### config.mk
export PLATFORM = sky130hd
export DESIGN_NAME = sim_run_controller
export DESIGN_NICKNAME = d
export VERILOG_FILES = /design/src/rtl/sim_run_pkg.sv /design/src/rtl/sat_counter.sv /design/src/rtl/sim_run_controller.sv
export SDC_FILE = /design/constraint.sdc
export NUM_CORES = 1
export LEC_CHECK = 0
export CORE_MARGIN = 3
export CORE_UTILIZATION = 47
export CTS_CLUSTER_SIZE = 8
export DETAILED_ROUTE_END_ITERATION = 12
export PLACE_DENSITY = 0.81
export SETUP_SLACK_MARGIN = 0.15
export SLEW_MARGIN = 10
export SYNTH_ARGS = -nofsm -noshare
export SYNTH_HDL_FRONTEND = slang
export SYNTH_SLANG_ARGS = --single-unit
### constraint.sdc
create_clock -name clk -period 2.15 [get_ports clk]
set_input_delay 0.5375 -clock clk [delete_from_list [all_inputs] [get_ports clk]]
set_output_delay 0.5375 -clock clk [all_outputs]
set_load 0.01 [all_outputs]
### src/rtl/sim_run_pkg.sv
// sim_run_pkg: shared states and constants for the regression run controller
package sim_run_pkg;
  typedef enum logic [2:0] {IDLE, RESET, RUN, DRAIN, DONE} run_state_e;
  localparam int TOHOST_PASS_VAL = 1;
  localparam int EXIT_SHIFT = 1;
  function automatic int max_int(input int a, input int b);
    return a > b ? a : b;
  endfunction
endpackage

### src/rtl/sat_counter.sv
// sat_counter: clearable up-counter that sticks at all-ones instead of wrapping
module sat_counter #(
  parameter int W = 32
) (
  input  logic         clk,
  input  logic         rst,
  input  logic         clear,
  input  logic         en,
  output logic [W-1:0] cnt
);
  // clear has priority; increment only below all-ones
  always_ff @(posedge clk or negedge rst)
    if (!rst) cnt <= '0;
    else if (clear) cnt <= '0;
    else if (en && cnt != '1) cnt <= cnt + 1'b1;
endmodule

### src/rtl/sim_run_controller.sv
// sim_run_controller: sequences core reset, counts a run and reports its tohost/timeout result
module sim_run_controller import sim_run_pkg::*; #(
  parameter int                XLEN         = 32,
  parameter int                ADDR_W       = 32,
  parameter int                CNT_W        = 32,
  parameter logic [ADDR_W-1:0] TOHOST_ADDR  = 'h100,
  parameter int                RST_CYCLES   = 1,
  parameter int                DRAIN_CYCLES = 4,
  parameter int                MAX_CYCLES   = 100
) (
  input  logic              clk,
  input  logic              rst,
  input  logic              start,
  input  logic              dm_we,
  input  logic [ADDR_W-1:0] dm_addr,
  input  logic [XLEN-1:0]   dm_wdata,
  input  logic              retire,
  output logic              core_rst,
  output logic              running,
  output logic              done,
  output logic              pass,
  output logic              timeout,
  output logic [XLEN-1:0]   exit_code,
  output logic [CNT_W-1:0]  cycle_count,
  output logic [CNT_W-1:0]  instret_count
);
  localparam int PW = $clog2(max_int(RST_CYCLES, DRAIN_CYCLES) + 1);
  localparam logic [PW-1:0] RST_LAST = PW'(RST_CYCLES - 1);
  localparam logic [PW-1:0] DRAIN_LAST = PW'(DRAIN_CYCLES > 0 ? DRAIN_CYCLES - 1 : 0);
  run_state_e state, state_n;
  logic [PW-1:0] phase, phase_n;
  logic go, hit, tmo, in_run;
  assign in_run = state == RUN;
  assign go = start && (state == IDLE || state == DONE);
  assign hit = in_run && dm_we && dm_addr == TOHOST_ADDR;
  assign tmo = in_run && !hit && MAX_CYCLES != 0 && cycle_count == CNT_W'(MAX_CYCLES - 1);
  assign core_rst = state == IDLE || state == RESET || state == DONE;
  assign running = state == RUN || state == DRAIN;
  assign done = state == DONE;
  // state and phase registers; reset aborts any run back to IDLE
  always_ff @(posedge clk or negedge rst)
    if (!rst) begin
      state <= IDLE;
      phase <= '0;
    end else begin
      state <= state_n;
      phase <= phase_n;
    end
  // next state: phase counts cycles spent in RESET and DRAIN
  always_comb begin
    state_n = state;
    phase_n = phase;
    case (state)
      IDLE, DONE: if (start) begin
        state_n = RESET;
        phase_n = '0;
      end
      RESET: if (phase == RST_LAST) begin
        state_n = RUN;
        phase_n = '0;
      end else phase_n = phase + 1'b1;
      RUN: if (hit || tmo) begin
        state_n = DRAIN_CYCLES == 0 ? DONE : DRAIN;
        phase_n = '0;
      end
      DRAIN: if (phase == DRAIN_LAST) state_n = DONE;
      else phase_n = phase + 1'b1;
      default: state_n = IDLE;
    endcase
  end
  // results cleared on an accepted start, captured once when the run ends
  always_ff @(posedge clk or negedge rst)
    if (!rst) begin
      pass <= 1'b0;
      timeout <= 1'b0;
      exit_code <= '0;
    end else if (go) begin
      pass <= 1'b0;
      timeout <= 1'b0;
      exit_code <= '0;
    end else if (hit) begin
      pass <= dm_wdata == XLEN'(TOHOST_PASS_VAL);
      timeout <= 1'b0;
      exit_code <= dm_wdata >> EXIT_SHIFT;
    end else if (tmo) begin
      pass <= 1'b0;
      timeout <= 1'b1;
      exit_code <= '0;
    end
  sat_counter #(.W(CNT_W)) u_cycles (
    .clk(clk), .rst(rst), .clear(go), .en(in_run), .cnt(cycle_count)
  );
  sat_counter #(.W(CNT_W)) u_instret (
    .clk(clk), .rst(rst), .clear(go), .en(in_run && retire), .cnt(instret_count)
  );
endmodule

* Word-level counts from Yosys, hierarchy flattened
Cells that the tools add are included.
Cells by class: add/subtract/negate cells 3, eq/ne operators 15, muxes and demuxes 23, reductions and logical operators 23
Operators with widths (number):
- $mux W32 | 7
- $add A32 B1 Y32 const B | 2
- $ne A32 B32 Y1 const B | 2
- $eq A32 B1 Y1 const B | 1
- $eq A32 B7 Y1 const B | 1
- $eq A32 B9 Y1 const B | 1
- $mux W3 | 8
- $pmux W3 S4 | 2
- $eq A3 B2 Y1 const B | 3
- $logic_and A1 B1 Y1 | 8
- $reduce_and A4 Y1 | 2
- $logic_not A3 Y1 | 2
- $mux W1 | 6
- $ne A2 B1 Y1 const B | 3
- $logic_or A1 B1 Y1 | 5
- $ne A2 B2 Y1 const B | 2
- $reduce_bool A2 Y1 | 2
- $reduce_bool A4 Y1 | 1
- $add A3 B1 Y3 const B | 1
- $eq A3 B1 Y1 const B | 1
- $eq A3 B3 Y1 const B | 1
- $reduce_bool A3 Y1 | 1
- $reduce_or A2 Y1 | 1
- $logic_not A1 Y1 | 1
Storage, ports and cells: register bits 104, input bits 69, output and inout port bits 101

* Longest topological paths before layout
Gate-level depths: netlist of run 1.
depth in word-level cells 9, depth in mapped cells 8, depth with buffers taken out 7

* Modules after synthesis
Synthesis of run 1 repeated with hierarchy kept, for this count alone.
Second synthesis, totals: cell total of the unflattened synthesis 550, area total of the unflattened synthesis 5474.0 sq um
By module, submodules not included:
- sat_counter at u_instret | times used 1, cells an instance 198, area an instance 1854.3 sq um, sequential area each 800.8 sq um
- sat_counter at u_cycles | times used 1, cells an instance 194, area an instance 1810.5 sq um, sequential area each 800.8 sq um
- sim_run_controller | times used 1, cells an instance 158, area an instance 1809.2 sq um, sequential area each 975.9 sq um

* Least setup slack after synthesis of run 1
Ideal clock, no wire load.
kind flip-flop to flip-flop, start register u_cycles.cnt[0], end register u_cycles.cnt[2], setup time 0.088 ns, arrival 1.966 ns, required time 2.062 ns, slack 0.096 ns, cell stages (with the launch flop) 6, clock period less this slack 2.054 ns, cell sequence dfrtp_1 ha_1 nand4_1 or4_1 or3_1 a41oi_1
Between the ends: longest elaborated chain between the ends 3, elaborated cells on any way between the ends 6, those cells by class add/sub: 1; eq/ne: 1; mux: 2; reduce/logical: 2
RTL lines:
- start, declared | RTL line sat_counter.sv:9 | output logic [W-1:0] cnt
- start signal, assigned | RTL line sat_counter.sv:15 | else if (en && cnt != '1) cnt <= cnt + 1'b1;
- $add A32 B1 Y32 / $ne A32 B32 Y1 (equally long branches) | RTL line sat_counter.sv:15
- $mux W32 / $logic_and A1 B1 Y1 (equally long branches) | RTL line sat_counter.sv:15
- $mux W32 / $reduce_bool A2 Y1 (equally long branches)
Several ways; a longest one is shown, not always the timed one. The select of a mux whose other input is x is not followed. A chain may end at the register's enable or synchronous reset.

* Worst setup path after layout of run 1
start register u_instret.cnt[28], end register u_instret.cnt[21]
Between the ends: longest elaborated chain between the ends 3
RTL lines (RTL line):
- start, declared | sat_counter.sv:9
- start signal, assigned | sat_counter.sv:15
- $ne A32 B32 Y1 | sat_counter.sv:15
- $logic_and A1 B1 Y1 | sat_counter.sv:15
- $reduce_bool A2 Y1 (no source line)
No other way between the ends.

==> results.txt, run 1 <==
The run finished with clean final reports. The clock period minus final worst setup slack came out at 2.10 ns. Of all nets on the critical path, the largest fanout is 9. The area of the placeable core came out at 11100 sq um. Of the available clock period, the critical path in the final layout requires 97.6%. The longest clock path from root to sink contains 2 buffers. Of the post-synthesis cell area, the dominant cell type holds 47.1%. In this run, the number of DRC markers left after iteration 0 of detailed routing was 484. The endpoint kind of the worst setup timing path is a register.

Cells fill 80.0% of the core in the end. The synthesized design contains 0 enable-type register cells. The number of levels in the clock H-tree came out at 3. The number of clock sinks seen by CTS is 103. The final-report max-slew violation count is 0. The number of buffers and inverters on the critical path is 2. For this run the aggregate overflow at the end of global routing stands at 0.

The first global-routing pass estimated 28700 um of wire. The required time of the critical path is 2.43 ns. The total die area is 13000 sq um. The final layout net count came out at 888. The synthesized-area fraction occupied by xor and xnor cells came out at 2.56%. Clock-pin slew was measured on the worst setup and hold paths at 0.07 ns. The maximum clock rate is 0.477 GHz. The total number of vias came out at 5826. The insertion delay of the later-clocked pin in the worst-skew pair came out at 0.35 ns.

The total detailed-routing wirelength is 18400 um. The number of max-cap violations came out at 0. Headroom to the max-slew limit came out at 48.9%. The sequential cell area in the final layout is 2600 sq um. The final count of negative-setup-slack endpoints is 0. In this run the power density over the cells is 528 nW/um^2. The I/O pin total came out at 170. In this design, the stage delay of the slowest critical-path cell is 0.59 ns. The worst setup path is launched from a register. The start point of the critical path is u_instret.cnt[28]. The number of warnings issued by yosys is 0. By instance count, the cell type seen most on the critical path is buf_6. Counting the buffers created by CTS gives 9. The kind of critical path is reg2reg.

The signal on the critical path passes through nand4_1, or4_4, buf_6, o31a_1, buf_6, a31o_4, a21oi_2. Sorting the synthesized cells by area gives the leading types as dfrtp_1 47%, a22o_1 5.1%, nand4_1 3.0%. On the critical path the largest part of the delay comes from simple AND/OR/NAND/NOR gates.

The post-synthesis instance area came out at 5480 sq um. In this run the critical register-to-register path is launched from u_instret.cnt[28]. By area, the combinational part of the netlist is dominated by simple AND/OR/NAND/NOR gates. The compound-gate portion of the synthesized area is 17.9%. The repair_antennas step left the layout with diodes totalling 0.

Dividing the detail-routed wire length by the instance count gives 19.2 um. The DRC violation count after routing is 0. The portion of netlist area occupied by mux cells is 1.71%. The number of buffers inserted by port buffering is 168. The fraction of registers with async set or reset after synthesis is 100%.

Among all stages on the critical path, the largest delay is contributed by or4_4. The area used by multi-input combinational logic is 3090 sq um. The die is 114 um tall. The synthesized netlist devotes 25.8% of its cell area to simple gates. For this configuration, the core starts out at a cell density of 49.2%.

The number of nets in the synthesized netlist is 632. For the pin with the worst max-slew slack, the measured transition is 0.760 ns. The global placement routability congestion came out at 0.898. Counting distinct cell types in the post-synthesis netlist gives 60. The TritonCTS clock tree is done. The worst IR drop on VDD is 0.384 mV. The sequential fraction of the synthesis area came out at 47.1%. Summed over all cells, the static leakage comes to 3.87 nW. The number of register bits inferred by synthesis came out at 103.

The final count of hold timing violations was 0. The number of detailed-routing iterations run before antenna repair is 5. The number of placed cells counting well taps came out at 917.

The initial antenna violation count is 0. The worst hold-check slack is 0.231 ns. The width of the die is 114 um. Setup repair after global routing could not meet its margin everywhere. The adder and majority gate portion of the synthesized area is 1.14%. From synthesis to final layout, the design area changed by 62.5%. The worst hold path class is in2async. The setup skew after layout is 0.00724 ns. The maximum number of pins on one net before global-route repair came out at 104.

The post-route netlist has 27.6% of its cells at a drive strength greater than 1. The finished layout holds 959 standard cells, fillers aside. The overall global routing resource usage came out at 27.4%. The number of nets with antenna violations after detailed routing is 0. The number of cells produced by synthesis came out at 558. The number of global-route vias before repair came to 5850. Counting the fill cells in the layout gives 661. The mean cell area of the mapped netlist came out at 9.81 sq um. The root buffer cell is clkbuf_16.

Summed over all instances, the cell type with the most area after synthesis is dfrtp_1. The HPWL after detailed placement is 12400 um. The number of rows in the core area is 38. Among all flip-flop cells after synthesis, the most frequent one is dfrtp_1. The via count normalized by instance count came out at 6.08. The arrival time at the worst endpoint came out at 2.38 ns.
==> cell usage after synthesis (5+ instances only) <==
| library cell | count |
|---|---|
| nor2_1 | 40 |
| xnor2_1 | 16 |
| and4_1 | 6 |
| or3_1 | 17 |
| nor4_1 | 23 |
| ha_1 | 5 |
| clkbuf_1 | 19 |
| and3_1 | 15 |
| nand3_1 | 23 |
| buf_2 | 7 |
| nor3_1 | 7 |
| o31ai_1 | 11 |
| or4_1 | 10 |
| o21ai_0 | 17 |
| nand2_1 | 43 |
| a211oi_1 | 9 |
| o211ai_1 | 6 |
| a21oi_1 | 28 |
| a22o_1 | 32 |
| mux2i_1 | 6 |
| and2_1 | 7 |
| nand4_1 | 26 |
| inv_1 | 11 |
| dfrtp_1 | 103 |
==> timing repair <==
action / 4_1_cts / 5_1_grt
endpoints found under the setup margin: 69 / 98
cloned: 1 / 3
hold buffers: 0 / 0
buffers inserted: 11 / 11
pin swaps: 27 / 43
gates resized for setup: 52 / 84
hold endpoints to repair: 0 / 0
==> power breakdown <==
part / switching, mW / internal, mW / total, mW
combinational: 0.371 / 0.436 / 0.807
sequential: 0.0636 / 2.01 / 2.08
clock: 0.756 / 1.06 / 1.81
total: 1.19 / 3.51 / 4.70
==> cell families (layout without fill, tap and decap cells) <==
group           Yosys count  after routing
fa+ha+maj                 5              5
compound gates          135            135
mux                       9              9
simple gates            245            245
xor+xnor                 16             16
buf+inv                  44            305
other cells               1              1
flops                   103            103
==> area by class of cell <==
| class | instances | share of cell area (%) |
|---|---|---|
| clock inverter | 6 | 1.04 |
| sequential | 103 | 29.2 |
| inverter | 11 | 0.464 |
| tap | 140 | 1.97 |
| timing repair buffer | 278 | 29.9 |
| multi-input combinational | 411 | 34.7 |
| clock buffer | 10 | 2.69 |
==> cells in the final DEF (no fill, tap or decap), types with 15 or more instances in the layout <==
cell type        instances
xnor2_1                 16
nor4_1                  16
dfrtp_1                 88
dlymetal6s2s_1          16
buf_6                   18
nand4_1                 26
a21oi_1                 19
clkdlybuf4s50_1        145
dfrtp_2                 15
nor2_1                  39
a22o_1                  32
buf_4                   86
nand3_1                 20
nand2_1                 42
==> per-layer routing <==
layer  wire, um  global-route usage [%]
met5          0                       0
met4        473                    11.2
met3       1490                    6.90
met2       9230                    45.7
met1       7170                    34.0
==> flip-flops by register name (all words and copies together) (netlist names) <==
| signal | count |
|---|---|
| exit_code | 31 |
| state | 3 |
| u_instret.cnt | 32 |
| timeout | 1 |
| u_cycles.cnt | 32 |
| pass | 1 |
| phase | 3 |
==> path summary, 6_finish.rpt <==
kind / to / slack [ns] / cells after the start
max: u_instret.cnt[21] / 0.05 / 7
min: u_instret.cnt[31] / 0.23 / 2
max reg2reg: u_instret.cnt[21] / 0.05 / 7
min reg2reg: exit_code[29] / 0.50 / 1
max in group asynchronous: u_cycles.cnt[0] / 1.44 / 2
min in group clk: exit_code[29] / 0.50 / 1
==> stage by stage <==
| stage | cell area [sq um] | total power [mW] | setup slack [ns] | setup TNS (ns) |
|---|---|---|---|---|
| 2_1_floorplan | 5490 | 2.36 | 0.153 | 0 |
| 3_3_place_gp | 7860 | 2.84 | -0.191 | -6.81 |
| 3_5_place_dp | 7860 | 2.88 | -0.233 | -9.51 |
| 4_1_cts | 8500 | 4.69 | 0.0833 | 0 |
| 5_1_grt | 8900 | 4.88 | 0.00512 | 0 |
| 6_report | 8900 | 4.70 | 0.0514 | 0 |
No activity file was read; power rests on OpenSTA's default activity.
==> run 2: changes to the inputs <==
- CORE_UTILIZATION: 47 -> 25
- PLACE_DENSITY: 0.81 -> unset
==> run 2 against run 1 <==
Against the previous run: combinational power rose by 3.3%; non-clock buffer count rose by 23; highest routed layer is now met5; cell area rose by 2.8%; critical path type unchanged; cell count is 16% higher.
==> results.txt, run 2 (same netlist as run 1, synthesis figures left out) <==
The effective utilization at floorplan came to 25.7% (-23 points). The overall global routing resource usage was 14.8% (-13 points). The insertion delay of the later-clocked pin in the worst-skew pair is 0.36 ns (about the same).

The I/O pin total came to 170 (unchanged). The final antenna diode count is 0 (unchanged). The number of detailed-routing iterations run before antenna repair came out at 4 (-1).

The depth of the worst register-to-register path came to 7 (unchanged). The worst hold-check slack came out at 0.232 ns (+0.000459 ns). The non-filler instance count after layout is 1117 (+16%). The transition time at the pin with the least slew margin came out at 0.601 ns (-0.159 ns). The static leakage power came to 3.90 nW (+0.76%). The post-layout worst setup margin came out at 0.0959 ns (+0.0445 ns). The flow ran to the end, and the final reports show no timing, DRC or antenna violations. The number of global-route vias before repair came to 5512 (-5.8%). The total number of vias came out at 5600 (-3.9%).

The global placement routability congestion is 0.804 (-11%). The clock-pin transition on the worst setup and hold timing paths came out at 0.08 ns (about the same). The total congestion overflow is 0 (unchanged).

In the final layout, the registers with the most flip-flops are u_cycles.cnt x32, u_instret.cnt x32, exit_code x31. The global-route wire length before repair came out at 28800 um (+0.39%). The TritonCTS clock tree is done. The share of the core filled with cells was 43.0% (-37 points).

The sequential cell area in the final layout came out at 2590 sq um (-0.19%). The number of rows in the core area is 53 (+39%). The synthesis-to-finish area growth came out at 67.0%. The number of fill cells came out at 2062 (+210%).

The final count of hold timing violations came out at 0 (unchanged). The via count normalized by instance count came out at 5.01 (-17%). The clock period minus final worst setup slack is 2.05 ns (-0.0445 ns). The HPWL after detailed placement is 12800 um (+3.0%). The worst slack after detailed placement is -0.248 ns (-0.0151 ns). The required time of the critical path is 2.43 ns (about the same). The final layout net count is 911 (+2.6%). The area of the placeable core is 21300 sq um (+91%). The worst relative slew slack is 60.0% (+11 points). The maximum clock rate is 0.487 GHz (+2.2%).

The final routed wire length divided by cell count is 16.7 um (-13%). In this run the worst hold path is classified as in2async. Setup repair after global routing could not meet its margin everywhere. The maximum number of pins on one net before global-route repair came out at 104 (unchanged).

The power per unit of standard cell area came to 501 nW/um^2 (-5.2%). The final-report max-slew violation count came out at 0 (unchanged). The number of buffers inserted by port buffering came out at 168 (unchanged). The total clock buffers created by CTS came out at 9 (unchanged). The width of the die is 154 um (+35%). STA classifies the critical path startpoint as a register.

The endpoint kind of the worst setup timing path is a register. In the layout the commonest cells are 150 x clkdlybuf4s50_1, 111 x buf_4, 92 x dfrtp_1, 42 x nand2_1, 39 x nor2_1. The worst IR drop on VDD came out at 0.338 mV (-12%). The setup path with the least slack is of type reg2reg. The number of levels in the clock H-tree came out at 3 (unchanged). The final period utilization was 95.5% (-2.1 points). The setup skew after layout is 0.0116 ns (+0.00438 ns).

The total detailed-routing wirelength is 18700 um (+1.8%). The number of clock sinks seen by CTS is 103 (unchanged). The arrival time at the worst endpoint is 2.34 ns (-0.04 ns). The root buffer cell chosen for the clock tree is clkbuf_16. The final count of negative-setup-slack endpoints came out at 0 (unchanged). The number of nets with antenna violations after detailed routing is 0 (unchanged). The DRC violation count after routing is 0 (unchanged). The number of buffers on the longest clock path came out at 2 (unchanged). The largest fanout on the critical path came to 8 (-1).

The number of max-cap violations is 0 (unchanged). The y dimension of the die is 154 um (+35%). The accumulated negative setup slack is 0 ns (unchanged). The initial antenna violation count came out at 1 (+1). The area used by multi-input combinational logic came out at 3030 sq um (-1.8%). The number of placed cells counting well taps is 1071 (+17%). The total die area is 23700 sq um (+83%). The number of violations reported at the end of detailed-routing iteration 0 came out at 245 (-49%). The fraction of final layout cells with drive strength greater than 1 is 28.0% (+0.43 points).

The commonest non-fill, non-tap cell in the layout is clkdlybuf4s50_1.
## run 2: changes by cell type in the layout (fill, tap and decap cells not counted), sizes merged
cell and delta:
dlygate4sd2 -1, dlymetal6s2s -5, clkdlybuf4s15 -1, buf +23
bufinv -1, clkdlybuf4s50 +5, clkbuf +3
## run 2: through the flow
stage	total power, mW	cell area (sq um)
final	4.58	9150
after global routing	4.79	9150
after CTS	4.61	8690
after detailed placement	2.87	8170
after global placement	2.86	8170
after floorplan	2.36	5490
## run 2: cell type report
type	instances	area share, %
clock buffers	11	2.54
well taps	275	3.76
multi-input cells	411	33.2
flip-flops and latches	103	28.3
repair buffers	301	31.1
inverters	11	0.451
clock inverters	5	0.643
## run 2: path summary, 6_finish.rpt
kind                                      to  slack, ns         startpoint
max                        u_instret.cnt[21]        0.1  u_instret.cnt[22]
min                         u_cycles.cnt[20]       0.23                rst
max reg2reg                u_instret.cnt[21]        0.1  u_instret.cnt[22]
min reg2reg                    exit_code[17]       0.50      exit_code[17]
max in group asynchronous           state[0]       1.42                rst
min in group clk               exit_code[17]       0.50      exit_code[17]
## run 2: power breakdown
| part | internal (mW) | switching [mW] |
|---|---|---|
| Clock | 0.908 | 0.770 |
| Combinational | 0.466 | 0.368 |
| Sequential | 2.01 | 0.0563 |
| Total | 3.39 | 1.19 |
## run 2: what timing repair did
action | 4_1_cts | 5_1_grt
pin swaps | 12 | 33
cloned | 1 | 3
endpoints found under the setup margin | 76 | 99
resized for setup | 31 | 88
hold buffers | 0 | 0
buffers inserted | 13 | 13
## run 2: layer usage
layer / track usage (%) / share of wire (%)
met5: 0 / 0.070
met4: 4.42 / 1.5
met3: 4.45 / 7.2
met2: 22.9 / 46
met1: 20.1 / 45
## run 2: worst max-delay path, stage by stage, from the launching register on
cell and delay, ns:
dfrtp_1 0.36, nand4_2 0.15, or4_4 0.58, buf_6 0.14
o31a_1 0.27, buf_6 0.16, a31o_4 0.22, a21oi_2 0.10
